File: config.mk
export PLATFORM = sky130hd
export DESIGN_NAME = alu_cmd_engine_flat
export DESIGN_NICKNAME = d
export VERILOG_FILES = /design/src/rtl/alu_pkg.sv /design/src/rtl/alu_cmd_engine_if.sv /design/src/rtl/alu_core.sv /design/src/rtl/alu_cmd_engine.sv /design/src/flat_wrapper.sv
export SDC_FILE = /design/constraint.sdc
export NUM_CORES = 1
export LEC_CHECK = 0
export BUFFER_PORTS_ARGS = -buffer_cell sky130_fd_sc_hd__buf_4
export CAP_MARGIN = 40
export CORE_MARGIN = 4
export CORE_UTILIZATION = 60
export CTS_CLUSTER_DIAMETER = 80
export CTS_CLUSTER_SIZE = 14
export DETAILED_ROUTE_END_ITERATION = 6
export GPL_TIMING_DRIVEN = 0
export PLACE_DENSITY_LB_ADDON = 0.25
export SLEW_MARGIN = 20
export SYNTH_ARGS = -nofsm -noshare
export SYNTH_HDL_FRONTEND = slang
export SYNTH_SLANG_ARGS = --single-unit
File: constraint.sdc
create_clock -name clk -period 11.6 [get_ports clk]
set_input_delay 1.16 -clock clk [delete_from_list [all_inputs] [get_ports clk]]
set_output_delay 1.16 -clock clk [all_outputs]
set_load 0.01 [all_outputs]
File: src/rtl/alu_pkg.sv
// Shared definitions for the ALU command engine.
// Holds the opcode encodings, the frame FSM state type and the result
// value returned for unknown opcodes.
package alu_pkg;

  localparam int DATA_W = 8;
  localparam int RES_W  = 16;

  localparam logic [DATA_W-1:0] OP_ADD = 8'h00;
  localparam logic [DATA_W-1:0] OP_SUB = 8'h01;
  localparam logic [DATA_W-1:0] OP_AND = 8'h02;
  localparam logic [DATA_W-1:0] OP_OR  = 8'h03;
  localparam logic [DATA_W-1:0] OP_XOR = 8'h04;
  localparam logic [DATA_W-1:0] OP_MUL = 8'h05;

  localparam logic [RES_W-1:0] RES_ERR = 16'hFFFF;

  typedef enum logic [2:0] {
    S_OP,
    S_A,
    S_B,
    S_EX,
    S_HI,
    S_LO
  } state_t;

endpackage

File: src/rtl/alu_cmd_engine_if.sv
// Byte-stream bus between the receive skid buffer, the command engine and
// the TX path.
//   data_i/valid_in/ready_in     : inbound bytes (opcode, A, B)
//   data_o/valid_out/ready_out   : outbound result bytes (high byte first)
//   err_o                        : pulse, evaluated frame had unknown opcode
//   timeout_o                    : pulse, partial frame discarded
// Modport slave is the engine side, master is the environment side.
interface alu_cmd_engine_if;
  import alu_pkg::*;

  logic [DATA_W-1:0] data_i;
  logic              valid_in;
  logic              ready_in;
  logic [DATA_W-1:0] data_o;
  logic              valid_out;
  logic              ready_out;
  logic              err_o;
  logic              timeout_o;

  modport slave (
    input  data_i, valid_in, ready_out,
    output ready_in, data_o, valid_out, err_o, timeout_o
  );

  modport master (
    output data_i, valid_in, ready_out,
    input  ready_in, data_o, valid_out, err_o, timeout_o
  );

endinterface

File: src/rtl/alu_core.sv
// Purely combinational ALU evaluating one command frame.
// Ports:
//   op       : opcode byte
//   a, b     : unsigned operands
//   res      : 16-bit result (RES_ERR for unknown opcodes)
//   op_valid : 1 when op is a known opcode
module alu_core
  import alu_pkg::*;
(
  input  logic [DATA_W-1:0] op,
  input  logic [DATA_W-1:0] a,
  input  logic [DATA_W-1:0] b,
  output logic [RES_W-1:0]  res,
  output logic              op_valid
);

  logic [RES_W-1:0] a_ext;
  logic [RES_W-1:0] b_ext;

  // Operands are widened first so ADD keeps its carry, SUB wraps mod 2^16
  // and MUL keeps the full product.
  assign a_ext = {8'h00, a};
  assign b_ext = {8'h00, b};

  always_comb begin
    res      = RES_ERR;
    op_valid = 1'b1;
    case (op)
      OP_ADD:  res = a_ext + b_ext;
      OP_SUB:  res = a_ext - b_ext;
      OP_AND:  res = {8'h00, a & b};
      OP_OR:   res = {8'h00, a | b};
      OP_XOR:  res = {8'h00, a ^ b};
      OP_MUL:  res = a_ext * b_ext;
      default: begin
        res      = RES_ERR;
        op_valid = 1'b0;
      end
    endcase
  end

endmodule

File: src/rtl/alu_cmd_engine.sv
// Command engine: assembles 3-byte frames (opcode, A, B) from the inbound
// byte stream, evaluates them with alu_core and returns a 2-byte result,
// high byte first. A partial frame left idle for TIMEOUT_CYC cycles is
// dropped so a lost byte cannot misalign framing permanently.
// Ports:
//   clk, rst : clock and synchronous active-high reset
//   bus      : alu_cmd_engine_if slave (in/out byte streams, err/timeout pulses)
module alu_cmd_engine
  import alu_pkg::*;
#(
  parameter int TIMEOUT_CYC = 100000,
  parameter int CNT_W       = $clog2(TIMEOUT_CYC + 1)
) (
  input  logic                  clk,
  input  logic                  rst,
  alu_cmd_engine_if.slave       bus
);

  localparam logic [CNT_W-1:0] CNT_LAST = CNT_W'(TIMEOUT_CYC - 1);

  state_t            state;
  logic [CNT_W-1:0]  cnt;
  logic              err_q;
  logic              tmo_q;

  logic [DATA_W-1:0] op_q;
  logic [DATA_W-1:0] a_q;
  logic [DATA_W-1:0] b_q;
  logic [RES_W-1:0]  res_q;

  logic [RES_W-1:0]  core_res;
  logic              core_ok;
  logic              hs_in;
  logic              hs_out;

  alu_core u_core (
    .op       (op_q),
    .a        (a_q),
    .b        (b_q),
    .res      (core_res),
    .op_valid (core_ok)
  );

  // ready_in is a decode of the registered state; rst only masks it so no
  // byte is taken during the reset cycle.
  assign bus.ready_in  = ~rst & ((state == S_OP) | (state == S_A) | (state == S_B));
  assign bus.valid_out = (state == S_HI) | (state == S_LO);
  assign bus.err_o     = err_q;
  assign bus.timeout_o = tmo_q;

  assign hs_in  = bus.valid_in & bus.ready_in;
  assign hs_out = bus.valid_out & bus.ready_out;

  always_comb begin
    bus.data_o = 8'h00;
    if (state == S_HI)      bus.data_o = res_q[15:8];
    else if (state == S_LO) bus.data_o = res_q[7:0];
  end

  // Control: frame FSM, inter-byte timeout counter, status pulses.
  always_ff @(posedge clk) begin
    if (rst) begin
      state <= S_OP;
      cnt   <= '0;
      err_q <= 1'b0;
      tmo_q <= 1'b0;
    end else begin
      err_q <= 1'b0;
      tmo_q <= 1'b0;
      case (state)
        S_OP: begin
          cnt <= '0;
          if (hs_in) state <= S_A;
        end
        S_A, S_B: begin
          // An accepted byte always wins over a timeout firing this cycle.
          if (hs_in) begin
            cnt   <= '0;
            state <= (state == S_A) ? S_B : S_EX;
          end else if (cnt == CNT_LAST) begin
            cnt   <= '0;
            state <= S_OP;
            tmo_q <= 1'b1;
          end else begin
            cnt <= cnt + 1'b1;
          end
        end
        S_EX: begin
          cnt   <= '0;
          err_q <= ~core_ok;
          state <= S_HI;
        end
        S_HI: begin
          cnt <= '0;
          if (hs_out) state <= S_LO;
        end
        S_LO: begin
          cnt <= '0;
          if (hs_out) state <= S_OP;
        end
        default: begin
          cnt   <= '0;
          state <= S_OP;
        end
      endcase
    end
  end

  // Datapath: operand capture and result register, qualified by state only.
  always_ff @(posedge clk) begin
    if (hs_in && state == S_OP) op_q <= bus.data_i;
    if (hs_in && state == S_A)  a_q  <= bus.data_i;
    if (hs_in && state == S_B)  b_q  <= bus.data_i;
    if (state == S_EX)          res_q <= core_res;
  end

endmodule

File: src/flat_wrapper.sv
// flat-port wrapper written by rule: the top's interface ports become plain ports
module alu_cmd_engine_flat import alu_pkg::*;
#(
  parameter int TIMEOUT_CYC = 100000,
  parameter int CNT_W       = $clog2(TIMEOUT_CYC + 1)
)
  (clk, rst, bus_data_i, bus_valid_in, bus_ready_out, bus_ready_in, bus_data_o, bus_valid_out, bus_err_o, bus_timeout_o);
  alu_cmd_engine_if bus_i ();
  input  logic clk;
  input  logic rst;
  input wire logic [$bits(bus_i.data_i)-1:0] bus_data_i;
  input wire logic [$bits(bus_i.valid_in)-1:0] bus_valid_in;
  input wire logic [$bits(bus_i.ready_out)-1:0] bus_ready_out;
  output wire logic [$bits(bus_i.ready_in)-1:0] bus_ready_in;
  output wire logic [$bits(bus_i.data_o)-1:0] bus_data_o;
  output wire logic [$bits(bus_i.valid_out)-1:0] bus_valid_out;
  output wire logic [$bits(bus_i.err_o)-1:0] bus_err_o;
  output wire logic [$bits(bus_i.timeout_o)-1:0] bus_timeout_o;
  assign bus_i.data_i = bus_data_i;
  assign bus_i.valid_in = bus_valid_in;
  assign bus_i.ready_out = bus_ready_out;
  assign bus_ready_in = bus_i.ready_in;
  assign bus_data_o = bus_i.data_o;
  assign bus_valid_out = bus_i.valid_out;
  assign bus_err_o = bus_i.err_o;
  assign bus_timeout_o = bus_i.timeout_o;
  alu_cmd_engine #(.TIMEOUT_CYC(TIMEOUT_CYC), .CNT_W(CNT_W)) u_core (.clk(clk), .rst(rst), .bus(bus_i));
endmodule
==> run metrics <==
WP data required 11.68 ns; dpl hpwl 11,000 um; initial core utilization 61.2%; clk_lat worst skew 0.35 ns; global-route wire length before repair 23,000 um; PwrDens 96.2 nW/um^2; maximum vdd drop 84.9 uV; via count 4,437; slew margin rel. 44.8%; Setup TNS 0 ns; synth top area cells edfxtp_1 21%, ha_1 14%, fa_1 14%, dfxtp_1 7.8%, nor2_1 6.8%; highest clock rate 202 MHz; largest net degree at the start of global routing 18; CTS tree yes; P_sw 0.000189 W; final worst path period share 42.7%; Max Slew Vio Count 0; core area 9200 um^2; DRC viols 0; most common cell in the netlist nor2_1; drt wl/cell 18.3 um; min-delay src u_core.cnt[0]; post-synthesis area per instance 9.29 um^2; WL final 13,800 um; final antenna diode count 0; clock-pin slew on the worst setup and hold paths 0.07 ns; postcts setup bufs 0; Core Rows 35; sequential cell area fraction in the yosys report 29.2%; endpoints failing setup 0; Pleak 2.72 nW; synthesized instance count 606; Crit. Startpoint u_core.a_q[1]; io pins 24; reg2reg start u_core.a_q[1]; final setup skew 0.0153 ns; Fillers 749; Pint 0.000401 W; Remaining Overflow, GRT 0; IO Port Bufs 23; area added between synthesis and finish 9.16%; number of max-cap violations 0; layout cells sized above 1 10.7%; Cell Area, Synth 5630 um^2; Clock power frac 32.5%; Synth cell types 66; FFs w/ async S/R, synth 0%; Syn. warnings 0; Iter 0 DRT Violations 375; Post-synth EDFFs 40; Top FF cell, synth edfxtp_1; die area 11,000 um^2; Synth area leader edfxtp_1; Max Root-Sink Buffers 2; Power, Total 0.000591 W; commonest cells in the netlist 102 x nor2_1, 80 x inv_1, 61 x ha_1; cts repair resizes 0; clock period minus worst slack 4.96 ns; Sw Ratio 32.0%; Flop pwr share 41.3%; Post-DRT Antenna Nets 0; number of antenna violations at the first check in global routing 0; Chip Height 105 um; Via-to-Cell Ratio 5.87; Pre-antenna DRT Iters 7; flops & latches, synth 62; Slew @ Worst Pin 0.823 ns; Critical Path Fanout Max 7; crit start category register; unrepaired setup endpoints after global routing no; number of global-route vias before repair 4,442; die width 105 um; Hold Crit Class reg -> reg; outcome complete, no violations; gp weighted congestion 0.990; post-synth top area share 21.3%; cts hold-fix bufs 0; Total GRT Usage 26.5%; H-tree lvl count 3; Inserted Clock Buffers 9; final hold vios 0; combinational power share 26.2%; Syn Nets 717; Crit Path Category reg -> reg; Sink Count 62; Worst Path Arrival 5.03 ns; nets 751; Critical Path End Type register; Root Buffer clkbuf_8
-- worst paths after layout --
kind | to | slack, ns | cells after the start
setup / recovery | u_core.res_q[13] | 6.64 | 15
hold / removal | u_core.cnt[0] | 0.45 | 1
setup reg to reg | u_core.res_q[13] | 6.64 | 15
hold reg to reg | u_core.cnt[0] | 0.45 | 1
-- critical path, stage by stage (launching register included) --
cell	delay (ns)
edfxtp_1	0.54
inv_1	0.31
nor2_1	0.11
fa_1	0.54
fa_1	0.54
fa_1	0.54
inv_1	0.05
fa_1	0.60
inv_1	0.06
ha_1	0.35
o21a_1	0.20
o21ai_0	0.20
a2bb2oi_2	0.12
a31oi_1	0.24
xor2_1	0.20
o21ai_1	0.08
-- layer usage --
metal	share of wire [%]	wire length, um	GRT usage, %
met4	1.4	188	5.62
met1	45	6190	38.4
met3	7.7	1070	5.44
met5	0	0	0
met2	46	6360	41.4
-- flip-flops by register name, summed over array words and instances (netlist names) --
register	count
u_core.a_q	8
u_core.b_q	8
u_core.bus.err_o	1
u_core.bus.timeout_o	1
u_core.cnt	17
u_core.op_q	8
u_core.res_q	16
u_core.state	3
-- layout make-up --
type / instances / area, um^2 / area share, %
inverter: 82 / 308 / 5.01
tap: 111 / 139 / 2.26
buffer: 17 / 97.6 / 1.59
multi-input combinational: 445 / 3590 / 58.4
timing repair buffer: 23 / 173 / 2.81
sequential: 62 / 1640 / 26.7
clock inverter: 7 / 72.6 / 1.18
clock buffer: 9 / 124 / 2.02
-- metrics by stage --
step           cell area, um^2  setup WS [ns]  utilization [%]  cells  hold WS, ns
2_1_floorplan             5630           7.16                -    606        0.418
3_3_place_gp              5940           6.76             64.6    740        0.433
3_5_place_dp              5950           6.70             64.7    740        0.443
4_1_cts                   6140           6.66             66.8    756        0.454
5_1_grt                   6140           6.43             66.8    756        0.484
6_report                  6140           6.64             66.8    756        0.449
-- power by group through the flow --
stage                     clock network (W)  logic [W]  registers, W
after global routing               0.000206   0.000173      0.000245
after global placement                    0   0.000149      0.000249
after detailed placement                  0   0.000152      0.000249
final                              0.000192   0.000155      0.000244
after CTS                          0.000194   0.000153      0.000244
after floorplan                           0   0.000111      0.000248
-- logic make-up (layout without fill, tap and decap cells) --
family / after synthesis / count (layout) / synth area share, %
AO/OA/AOI/OAI: 104 / 104 / 13.4
multiplexers: 9 / 9 / 1.60
AND/OR/NAND/NOR: 207 / 207 / 17.5
buffers and inverters: 99 / 138 / 7.20
XOR/XNOR: 26 / 26 / 4.05
flip-flops: 62 / 62 / 29.2
adder cells (fa/ha/maj): 99 / 99 / 27.1
-- cell usage in the layout, fill, tap and decap left out, types with 6 or more instances in the layout --
| cell type | instances |
|---|---|
| nand2b_1 | 6 |
| inv_1 | 80 |
| nand2_1 | 32 |
| clkbuf_1 | 7 |
| clkbuf_8 | 9 |
| nor2_1 | 101 |
| a21o_1 | 7 |
| nor3_1 | 9 |
| o21ai_1 | 7 |
| buf_4 | 24 |
| mux2i_1 | 9 |
| edfxtp_1 | 40 |
| fa_1 | 38 |
| xor2_1 | 17 |
| xnor2_1 | 9 |
| ha_1 | 61 |
| o21ai_0 | 24 |
| dfxtp_1 | 22 |
| nand3_1 | 14 |
| a21oi_1 | 25 |
| and3_1 | 7 |
Note: power is estimated with default switching activity, not from simulation.
